`config.mk`:
```
export PLATFORM = sky130hd
export DESIGN_NAME = instr_capture
export DESIGN_NICKNAME = d
export VERILOG_FILES = /design/src/rtl/cpu_pkg.sv /design/src/rtl/button_debounce.sv /design/src/rtl/instr_capture.sv
export SDC_FILE = /design/constraint.sdc
export NUM_CORES = 1
export LEC_CHECK = 0
export ABC_AREA = 1
export CAP_MARGIN = 30
export CORE_MARGIN = 2
export CORE_UTILIZATION = 60
export CTS_BUF_LIST = sky130_fd_sc_hd__clkbuf_2 sky130_fd_sc_hd__clkbuf_4 sky130_fd_sc_hd__clkbuf_8
export CTS_CLUSTER_SIZE = 28
export DETAILED_ROUTE_END_ITERATION = 10
export PLACE_DENSITY = 0.79
export SLEW_MARGIN = 20
export SYNTH_ARGS = -nofsm -noshare
export SYNTH_HDL_FRONTEND = slang
export SYNTH_SLANG_ARGS = --single-unit
```
`constraint.sdc`:
```
create_clock -name clk -period 4.45 [get_ports clk]
set_clock_uncertainty 0.05 [all_clocks]
set_input_delay 1.335 -clock clk [delete_from_list [all_inputs] [get_ports clk]]
set_output_delay 1.335 -clock clk [all_outputs]
set_load 0.03 [all_outputs]
```
`src/rtl/cpu_pkg.sv`:
```
// Shared CPU definitions: instruction geometry, opcode encodings and the
// state encoding of the front-panel button debouncer.
package cpu_pkg;

  localparam int INSTR_W  = 18;
  localparam int OPCODE_W = 3;

  localparam logic [OPCODE_W-1:0] LOAD    = 3'd0;
  localparam logic [OPCODE_W-1:0] ADD     = 3'd1;
  localparam logic [OPCODE_W-1:0] ADDI    = 3'd2;
  localparam logic [OPCODE_W-1:0] SUB     = 3'd3;
  localparam logic [OPCODE_W-1:0] SUBI    = 3'd4;
  localparam logic [OPCODE_W-1:0] MULT    = 3'd5;
  localparam logic [OPCODE_W-1:0] CLEAR   = 3'd6;
  localparam logic [OPCODE_W-1:0] DISPLAY = 3'd7;

  localparam logic [1:0] DB_RELEASED     = 2'd0;
  localparam logic [1:0] DB_PRESS_WAIT   = 2'd1;
  localparam logic [1:0] DB_PRESSED      = 2'd2;
  localparam logic [1:0] DB_RELEASE_WAIT = 2'd3;

  function automatic logic [OPCODE_W-1:0] opcode_of(input logic [INSTR_W-1:0] instr);
    return instr[INSTR_W-1 -: OPCODE_W];
  endfunction

endpackage

```
`src/rtl/button_debounce.sv`:
```
// Synchronizes the active-low send button and emits a single-cycle accept
// strobe once a press has been stable for DEBOUNCE_CYCLES samples.
module button_debounce
  import cpu_pkg::*;
#(
  parameter int DEBOUNCE_CYCLES = 1000000
) (
  input  logic clk,
  input  logic reset,
  input  logic send_n,
  output logic accept
);

  localparam int             CW     = $clog2(DEBOUNCE_CYCLES + 1);
  localparam logic [CW-1:0]  ONE    = CW'(1);
  localparam logic [CW-1:0]  LAST   = CW'(DEBOUNCE_CYCLES - 1);
  localparam bit             SINGLE = (DEBOUNCE_CYCLES == 1);

  logic          sync1;
  logic          sync2;
  logic [1:0]    state;
  logic [CW-1:0] count;

  // NOTE: every register here uses <= so all flops sample pre-edge values together.
  always_ff @(posedge clk) begin
    if (reset) begin
      sync1  <= 1'b1;
      sync2  <= 1'b1;
      state  <= DB_RELEASED;
      count  <= '0;
      accept <= 1'b0;
    end else begin
      sync1  <= send_n;
      sync2  <= sync1;
      accept <= 1'b0;
      case (state)
        DB_RELEASED: begin
          if (!sync2) begin
            if (SINGLE) begin
              state  <= DB_PRESSED;
              accept <= 1'b1;
            end else begin
              state <= DB_PRESS_WAIT;
            end
            count <= ONE;
          end
        end
        DB_PRESS_WAIT: begin
          if (sync2) begin
            state <= DB_RELEASED;
            count <= '0;
          end else begin
            count <= count + ONE;
            if (count == LAST) begin
              state  <= DB_PRESSED;
              accept <= 1'b1;
            end
          end
        end
        DB_PRESSED: begin
          if (sync2) begin
            state <= SINGLE ? DB_RELEASED : DB_RELEASE_WAIT;
            count <= ONE;
          end
        end
        DB_RELEASE_WAIT: begin
          // A release is the mirror of a press but never strobes accept.
          if (!sync2) begin
            state <= DB_PRESSED;
            count <= '0;
          end else begin
            count <= count + ONE;
            if (count == LAST) state <= DB_RELEASED;
          end
        end
        default: state <= DB_RELEASED;
      endcase
    end
  end

endmodule

```
`src/rtl/instr_capture.sv`:
```
// Captures debounced switch instructions on each KEY3 press into a small
// FIFO that a downstream consumer drains with a valid/ready handshake.
module instr_capture
  import cpu_pkg::*;
#(
  parameter int DEBOUNCE_CYCLES = 1000000,
  parameter int FIFO_DEPTH      = 4
) (
  input  logic                          clk,
  input  logic                          reset,
  input  logic                          send_n,
  input  logic [INSTR_W-1:0]            switches,
  output logic [INSTR_W-1:0]            instr,
  output logic                          instr_valid,
  input  logic                          instr_ready,
  output logic [$clog2(FIFO_DEPTH):0]   fifo_count,
  output logic                          overflow
);

  localparam int               AW   = $clog2(FIFO_DEPTH);
  localparam logic [AW:0]      FULL = (AW + 1)'(FIFO_DEPTH);

  logic               accept;
  logic [INSTR_W-1:0] sw_sync1;
  logic [INSTR_W-1:0] sw_sync2;
  logic [AW-1:0]      wr_ptr;
  logic [AW-1:0]      rd_ptr;
  logic [INSTR_W-1:0] mem [FIFO_DEPTH];
  logic               full;
  logic               pop;
  logic               push;

  button_debounce #(
    .DEBOUNCE_CYCLES(DEBOUNCE_CYCLES)
  ) u_debounce (
    .clk    (clk),
    .reset  (reset),
    .send_n (send_n),
    .accept (accept)
  );

  assign full        = (fifo_count == FULL);
  assign instr_valid = (fifo_count != '0);
  assign pop         = instr_valid && instr_ready;
  // A full FIFO still takes a new entry when the head leaves in the same cycle.
  assign push        = accept && (!full || pop);
  assign instr       = instr_valid ? mem[rd_ptr] : '0;

  // NOTE: storage has no reset; the read mux above hides stale contents when empty.
  always_ff @(posedge clk) begin
    if (push) mem[wr_ptr] <= sw_sync2;
  end

  always_ff @(posedge clk) begin
    if (reset) begin
      sw_sync1   <= '0;
      sw_sync2   <= '0;
      wr_ptr     <= '0;
      rd_ptr     <= '0;
      fifo_count <= '0;
      overflow   <= 1'b0;
    end else begin
      sw_sync1 <= switches;
      sw_sync2 <= sw_sync1;
      overflow <= accept && full && !pop;
      if (push) wr_ptr <= wr_ptr + 1'b1;
      if (pop)  rd_ptr <= rd_ptr + 1'b1;
      case ({push, pop})
        2'b10:   fifo_count <= fifo_count + 1'b1;
        2'b01:   fifo_count <= fifo_count - 1'b1;
        default: fifo_count <= fifo_count;
      endcase
    end
  end

endmodule

```
# Yosys cells after proc, flatten, opt, wreduce, memory -nomap -nowiden

Memory sizes are Yosys's and may differ from the RTL's. A register that Yosys moved wholly into a read port is not among the register bits.
Index checks and enable logic that the tools add are counted.

Register bits after elaboration: 69
Bits in writable memories: 72
Input bits: 22
Output and inout bits: 23
Word-level logic and storage cells: 61
Memories: 1

$add $sub $neg: 5
Equality and inequality tests: 11
Multiplexer cells: 19
Bitwise logic cells: 1
Reductions and logical operators: 13

Memory list:

| name | depth | width | rd ports | clocked after memory_dff | write ports | line                | RTL |
|---|---|---|---|---|---|---|---|
| mem  | 4     | 18    | 1        | 1                        | 1           | instr_capture.sv:28 | `logic [INSTR_W-1:0] mem [FIFO_DEPTH];` |

Operators with widths:

| kind                                                  | count |
|---|---|
| 2-to-1 mux 20 bit                                     | 4 |
| case mux 20 bit (4 select lines)                      | 1 |
| adder 20 x 1 -> 20 bit, second input constant         | 1 |
| == test 20 bit, second input constant                 | 1 |
| 2-to-1 mux 18 bit                                     | 1 |
| 2-to-1 mux 2 bit                                      | 8 |
| case mux 2 bit (4 select lines)                       | 1 |
| == test 2 bit, second input constant                  | 3 |
| case mux 3 bit (2 select lines)                       | 1 |
| adder 2 x 1 -> 2 bit, second input constant           | 2 |
| == test 2 x 1 -> 1 bit, second input constant         | 2 |
| logical AND 1 bit                                     | 4 |
| AND reduction 4 bit                                   | 1 |
| adder 3 x 1 -> 3 bit, second input constant           | 1 |
| == test 3 bit, second input constant                  | 1 |
| 2-to-1 mux 1 bit                                      | 3 |
| inequality test 3 x 1 -> 1 bit, second input constant | 1 |
| inequality test 3 bit, second input constant          | 1 |
| nonzero test 3 bit                                    | 1 |
| OR reduction 3 bit                                    | 1 |
| subtractor 3 x 1 -> 3 bit, second input constant      | 1 |
| zero test 1 bit                                       | 2 |
| zero test 2 bit                                       | 1 |
| inequality test 2 x 1 -> 1 bit, second input constant | 1 |
| 5 further kinds                                       | 5 |

# Longest topological paths before layout

Gate-level depths: netlist (run 1).

Word-level depth: 6
Mapped depth: 11
Depth with buffers taken out: 11

# Modules after synthesis

From an unflattened synthesis (run 1), not the netlist that was laid out.

Cells, all modules: 605
Area, all modules: 5,818.1 um2

Modules (own cells, without submodules):

| module          | instances | cells an instance | area an instance (um2) | seq. area each (um2) |
|---|---|---|---|---|
| instr_capture   | 1         | 399               | 4,360.4                | 3,083.0 |
| button_debounce | 1         | 206               | 1,457.6                | 500.5 |

# Least setup slack after synthesis (run 1)

Ideal clock, no wire load.

Kind: reg2out
Start: reg fifo_count[1]
End: out instr[10]
Data arrival time: 1,593 ps
Data required time: 3,065 ps
Slack: 1,472 ps
Cell stages (with the launch flop): 7
Buffers on the path: 2
Cell sequence: dfxtp_1 -> inv_1 -> nand2_1 -> nor2_1 -> buf_2 -> buf_2 -> a21oi_1

Cells in the longest elaborated chain, start to end: 2

RTL lines:

| what                   | line                | RTL |
|---|---|---|
| start, declared        | instr_capture.sv:16 | `output logic [$clog2(FIFO_DEPTH):0] fifo_count,` |
| start signal, assigned | instr_capture.sv:69 | `2'b10: fifo_count <= fifo_count + 1'b1;` |
| start signal, assigned | instr_capture.sv:70 | `2'b01: fifo_count <= fifo_count - 1'b1;` |
| start signal, assigned | instr_capture.sv:71 | `default: fifo_count <= fifo_count;` |
| nonzero test 3 bit     | instr_capture.sv:43 | `assign instr_valid = (fifo_count != '0);` |
| 2-to-1 mux 18 bit      | instr_capture.sv:47 | `assign instr = instr_valid ? mem[rd_ptr] : '0;` |
| end, declared          | instr_capture.sv:13 | `output logic [INSTR_W-1:0] instr,` |

No other way between the ends.

==> results of run 1 <==
==> state kept, by name, summed over array words and instances (netlist names), named ones only <==
register           flops
u_debounce.count      20
mem                   72
u_debounce.sync1       1
rd_ptr                 2
overflow               1
wr_ptr                 2
u_debounce.state       1
u_debounce.sync2       1
sw_sync2              18
u_debounce.accept      1
sw_sync1              18
fifo_count             3
==> power by group through the flow <==
stage / Clock (mW) / Sequential (mW) / Combinational (mW)
global placement: 0 / 1.44 / 0.0762
detailed placement: 0 / 1.44 / 0.0795
finish: 0.950 / 1.41 / 0.0792
floorplan: 0 / 1.43 / 0.0568
global route: 1.03 / 1.42 / 0.0887
CTS: 0.966 / 1.41 / 0.0800
==> stage by stage <==
step	worst slack, ps	instances
6_report	271.9	757
5_1_grt	70.34	757
4_1_cts	260.3	757
3_5_place_dp	769.0	725
3_3_place_gp	762.8	725
2_1_floorplan	1472	581
==> synthesized netlist by cell type (2+ instances only) <==
| master | count |
|---|---|
| o21ai_1 | 4 |
| ha_1 | 6 |
| or2_2 | 2 |
| a21oi_1 | 38 |
| inv_1 | 80 |
| nor2_1 | 143 |
| xor2_1 | 2 |
| nor2_4 | 2 |
| nor3_1 | 2 |
| edfxtp_1 | 72 |
| buf_2 | 7 |
| nand2_1 | 51 |
| a21oi_2 | 2 |
| nand2_2 | 5 |
| nand4_1 | 5 |
| inv_2 | 3 |
| dfxtp_1 | 71 |
| clkbuf_1 | 11 |
| buf_4 | 2 |
| nand3_1 | 13 |
| o21ai_0 | 48 |
| nor3_2 | 2 |
| nor2_2 | 3 |
==> worst min-delay path by stage <==
stage / end / slack (ps) / cells after the start
6_report: sw_sync2[9] / 360 / 2
5_1_grt: sw_sync2[16] / 370 / 2
4_1_cts: sw_sync2[9] / 360 / 2
3_5_place_dp: sw_sync2[9] / 340 / 2
3_3_place_gp: sw_sync2[9] / 340 / 2
2_1_floorplan: sw_sync2[0] / 340 / 2
==> worst max-delay path: cells and delay by family, from the launching register on <==
| family | cells | cell delay [ps] |
|---|---|---|
| buf+inv | 3 | 1480 |
| compound gates | 2 | 320 |
| flops | 1 | 310 |
| simple gates | 1 | 270 |
==> final cells by class <==
| cell class | instances | area share [%] |
|---|---|---|
| timing repair buffer | 53 | 7.826 |
| tap | 111 | 2.140 |
| sequential | 143 | 55.20 |
| clock buffer | 17 | 3.604 |
| multi-input combinational | 334 | 24.27 |
| clock inverter | 15 | 2.101 |
| inverter | 84 | 4.857 |
==> cell families after synthesis <==
kind of cell,after synthesis,synth area share (%)
adder cells (fa/ha/maj),7,1.709
flip-flops,143,64.39
AND/OR/NAND/NOR,231,17.47
AO/OA/AOI/OAI,94,8.813
XOR/XNOR,2,0.3148
buffers and inverters,104,7.306
==> layer usage <==
metal  up-vias  wire (µm)
met3        12        478
met5         -          0
met2       100       5386
met4         0         99
met1      1840       4495
li1       1969          -
==> impl_metrics.ini, run 1 <==
[yosys]
synth_edf_count = 72
ys_seq_area_share_pct = 64.39
syn_inst = 581
synthTopCellsByArea = edfxtp_1, dfxtp_1, nor2_1
synth_top_area_share_pct = 38.85
synth_warnings = 0
synth_cell_types = 30
synth_top_cell_by_area = edfxtp_1
async_flop_share_pct = 0
synth_ff_type = edfxtp_1
synth_area_per_cell_um2 = 9.579
synthesis.nets = 610
syn_area_um2 = 5565
ys_seq_elements = 143

[clocking]
clkTransAtPathRegs_ps = 80
cts-resized-gates = 0
cts_made_buffers = 17
post_cts_buffers = 0
clk_latency_ps = 430
postCtsHoldBufs = 0
cts.htree.levels = 4
cts.sink_count = 143
clk_path_buf_depth = 2
root_buffer = clkbuf_8
cts_tree = yes

[sta]
slew_viol_final = 0
setup_tns_ps = 0
tightest_slew_ps = 659.0
fmax_mhz = 239.3
post-route-period-util_pct = 93.89
slew_headroom_pct = 56.01
hold_viol = 0
period_minus_slack_ps = 4178
setup_viol = 0
rsz0062_at_grt = false
fin_hold_ws_ps = 355.5

[power]
seqPwrFrac_pct = 57.9
power.total_mw = 2.445
p_sw_uw = 602.1
swShare_pct = 24.63
p_int_mw = 1.842
cellLeakagePower_nw = 2.505
worst_ir_drop_vdd_mv = 0.2943
p_per_area_nw_per_um2 = 376.6
clkPwrFrac_pct = 38.9
comb_power_share_pct = 3.2

[floorplan]
core-area_um2 = 9109
die_y_um = 100.3
fp.dieW_um = 100.3
initial_core_util_pct = 61.10
die_area_um2 = 10060
num_rows = 35
ios = 45

[placed_design]
gp_congestion = 0.8831
portBuffers = 44
hpwlAfterDp_um = 6837
postPlaceCellArea_um2 = 6121

[grt]
grt_max_degree = 43
gr-usage-met2_pct = 37.48
grtUsageMet3_pct = 6.198
grt-ovfl-total = 0
met1_usage_pct = 27.42
grt_pass1_vias = 3760
antenna_found_initial = 0
track_usage_pct = 22.33
busiest_layer = met2
grt_pass1_wl_um = 17220

[setup_path]
required_ps = 3060
critPathArrivalTime_ps = 2790
crit_path_end = instr[1]
critPathMaxFanout = 19
slowest_stage = clkdlybuf4s50_1
crit_path_cell_trace = buf_4, clkinv_1, nor2_1, o21ai_0, a21oi_1, clkdlybuf4s50_1
crit_type = flop to output port
ff2ff_path_depth = 12
r2r_start = fifo_count[0]
regToRegEndpoint = fifo_count[2]
cp-start-kind = flop
critPathCaptureType = output port
ff2ff_setup_slack_ps = 2130
critPathMaxStageDelay_ps = 700

[final_layout]
multi_input_area_um2 = 1575
postLayoutCellArea_um2 = 6491
mostFrequentLayoutCell = nor2_1
drive_gt1_share_pct = 9.752
layout_common_cells = nor2_1, inv_1, edfxtp_1
n_antenna_cell = 0
postLayoutCoreUtil_pct = 71.26
nets = 662
nFillCells = 681
area_growth_pct = 16.64
regArea_um2 = 3583

[drt]
viasPerCell = 5.180
vias = 3921
drc = 0
firstDrtPassIters = 4
post_drt_wl_per_cell_um = 13.82
ant_nets = 0
drt_iter0_drc = 226
routed_wl_um = 10460

[outcome]
outcome = finished, final reports clean

[min_path]
holdCritPathClass = flop to flop
min_from = sw_sync1[9]

[flow_run]
cap_violations = 0
Note: power is estimated with default switching activity, not from simulation.
==> run 2: changes to the inputs <==
RECOVER_POWER = 25   (was not set)
==> results of run 2 <==
Same layout as run 1: the final DEF is identical, and so are final timing and power.
==> run 3: changes to the inputs <==
CORE_UTILIZATION = 54   (was 60)
PLACE_DENSITY = 0.75   (was 0.79)
clock period = 3.6 ns   (was 4.45 ns; I/O delays follow)
==> impl_metrics.ini, run 3 (synthesis gave the netlist of run 1 again) <==
[outcome]
outcome = finished, final reports clean

[clocking]
cts.htree.levels = 4
cts_tree = yes
cts.sink_count = 143
clk_latency_ps = 420
clkTransAtPathRegs_ps = 70
postCtsHoldBufs = 0
post_cts_buffers = 0
cts_made_buffers = 17
root_buffer = clkbuf_8
clk_path_buf_depth = 2
cts-resized-gates = 0

[setup_path]
cp-start-kind = flop
crit_family = buffers and inverters
critPathMaxFanout = 36
path_buf_inv = 2
critPathCaptureType = output port
slowest_stage = clkdlybuf4s50_1
critPathMaxStageDelay_ps = 710
crit_type = flop to output port
crit_path_cell_trace = inv_2, o21ai_0, a21oi_1, clkdlybuf4s50_1
critPathArrivalTime_ps = 2320
required_ps = 2470

[sta]
tightest_slew_ps = 627.7
setup_tns_ps = 0
period_minus_slack_ps = 3455
slew_viol_final = 0
fin_hold_ws_ps = 353.8
setup_viol = 0
hold_viol = 0
rsz0062_at_grt = false
post-route-period-util_pct = 95.96
fmax_mhz = 289.5
slew_headroom_pct = 58.10

[floorplan]
fp.dieW_um = 105.5
core-area_um2 = 10180
die_y_um = 105.5
num_rows = 37
ios = 45
die_area_um2 = 11130
initial_core_util_pct = 54.64

[final_layout]
final_cell_count_no_fill = 785
area_growth_pct = 17.69
layout_common_cells = nor2_1, inv_1, edfxtp_1
nets = 665
largest-register = mem
postLayoutCoreUtil_pct = 64.31
largest_reg_flops = 72
mostFrequentLayoutCell = nor2_1
n_antenna_cell = 0
reg_top3 = mem x72, u_debounce.count x20
drive_gt1_share_pct = 10.32

[flow_run]
cap_violations = 0

[drt]
drc = 0
post_drt_wl_per_cell_um = 13.07
ant_nets = 0
drt_iter0_drc = 259
firstDrtPassIters = 4
routed_wl_um = 10260
vias = 3839
viasPerCell = 4.890

[grt]
grt-ovfl-total = 0
track_usage_pct = 19.28
antenna_found_initial = 0
grt_pass1_wl_um = 16680
grt_max_degree = 37
grt_pass1_vias = 3642

[power]
worst_ir_drop_vdd_mv = 0.3063
cellLeakagePower_nw = 2.538
p_per_area_nw_per_um2 = 464.7

[min_path]
holdCritPathClass = flop to flop

[placed_design]
gp_congestion = 0.8715
portBuffers = 44
post-place-cells = 753
hpwlAfterDp_um = 6560
-- run 3: cell types whose count changed in the layout (fill, tap and decap cells not counted), moves of 2 or more --
cell and delta:
inv_6 -5, clkbuf_8 +3, clkinv_2 +3, clkinvlp_4 -2, inv_8 -4, clkinv_4 -2
clkbuf_4 +6, buf_4 +3
-- run 3: area by class of cell --
type	count	area, µm²
Clock buffer	26	320.3
Clock inverter	6	60.06
Fill cell	849	3635
Inverter	84	315.3
Multi-Input combinational cell	334	1575
Sequential cell	143	3583
Tap cell	136	170.2
Timing Repair Buffer	56	525.5
-- run 3: path summary, 6_finish.rpt --
check | start | endpoint | slack, ps | cells past startpoint
max | flop | instr[9] | 150 | 4
min | sw_sync1[8] | sw_sync2[8] | 350 | 2
max reg2reg | fifo_count[1] | fifo_count[2] | 1240 | 12
min reg2reg | sw_sync1[8] | sw_sync2[8] | 350 | 2
-- run 3: worst min-delay path, stage by stage, from the launching register on --
cell	delay, ps
dfxtp_1	300
inv_1	40
nor2_1	30
-- run 3: routing by layer --
layer  track usage, %  routed length (µm)  vias to the layer above
li1                 -                   -                     1974
met1            23.75                4401                     1731
met2            32.58                5088                      125
met3            5.504                 669                        9
met4            6.673                  97                        0
met5                0                   0                        -
-- run 3: where the power goes --
| part | switching, mW | internal [mW] |
|---|---|---|
| combinational | 0.0562 | 0.0425 |
| sequential | 0.0207 | 1.73 |
| clock | 0.551 | 0.647 |
-- run 3: stage by stage --
stage | power [mW] | cell area [µm²] | worst slack (ps)
floorplan | 1.843 | 5565 | 876.8
global placement | 1.878 | 6170 | 483.4
detailed placement | 1.883 | 6170 | 400.7
CTS | 3.072 | 6550 | 146.6
global route | 3.153 | 6550 | 18.74
finish | 3.044 | 6550 | 145.3
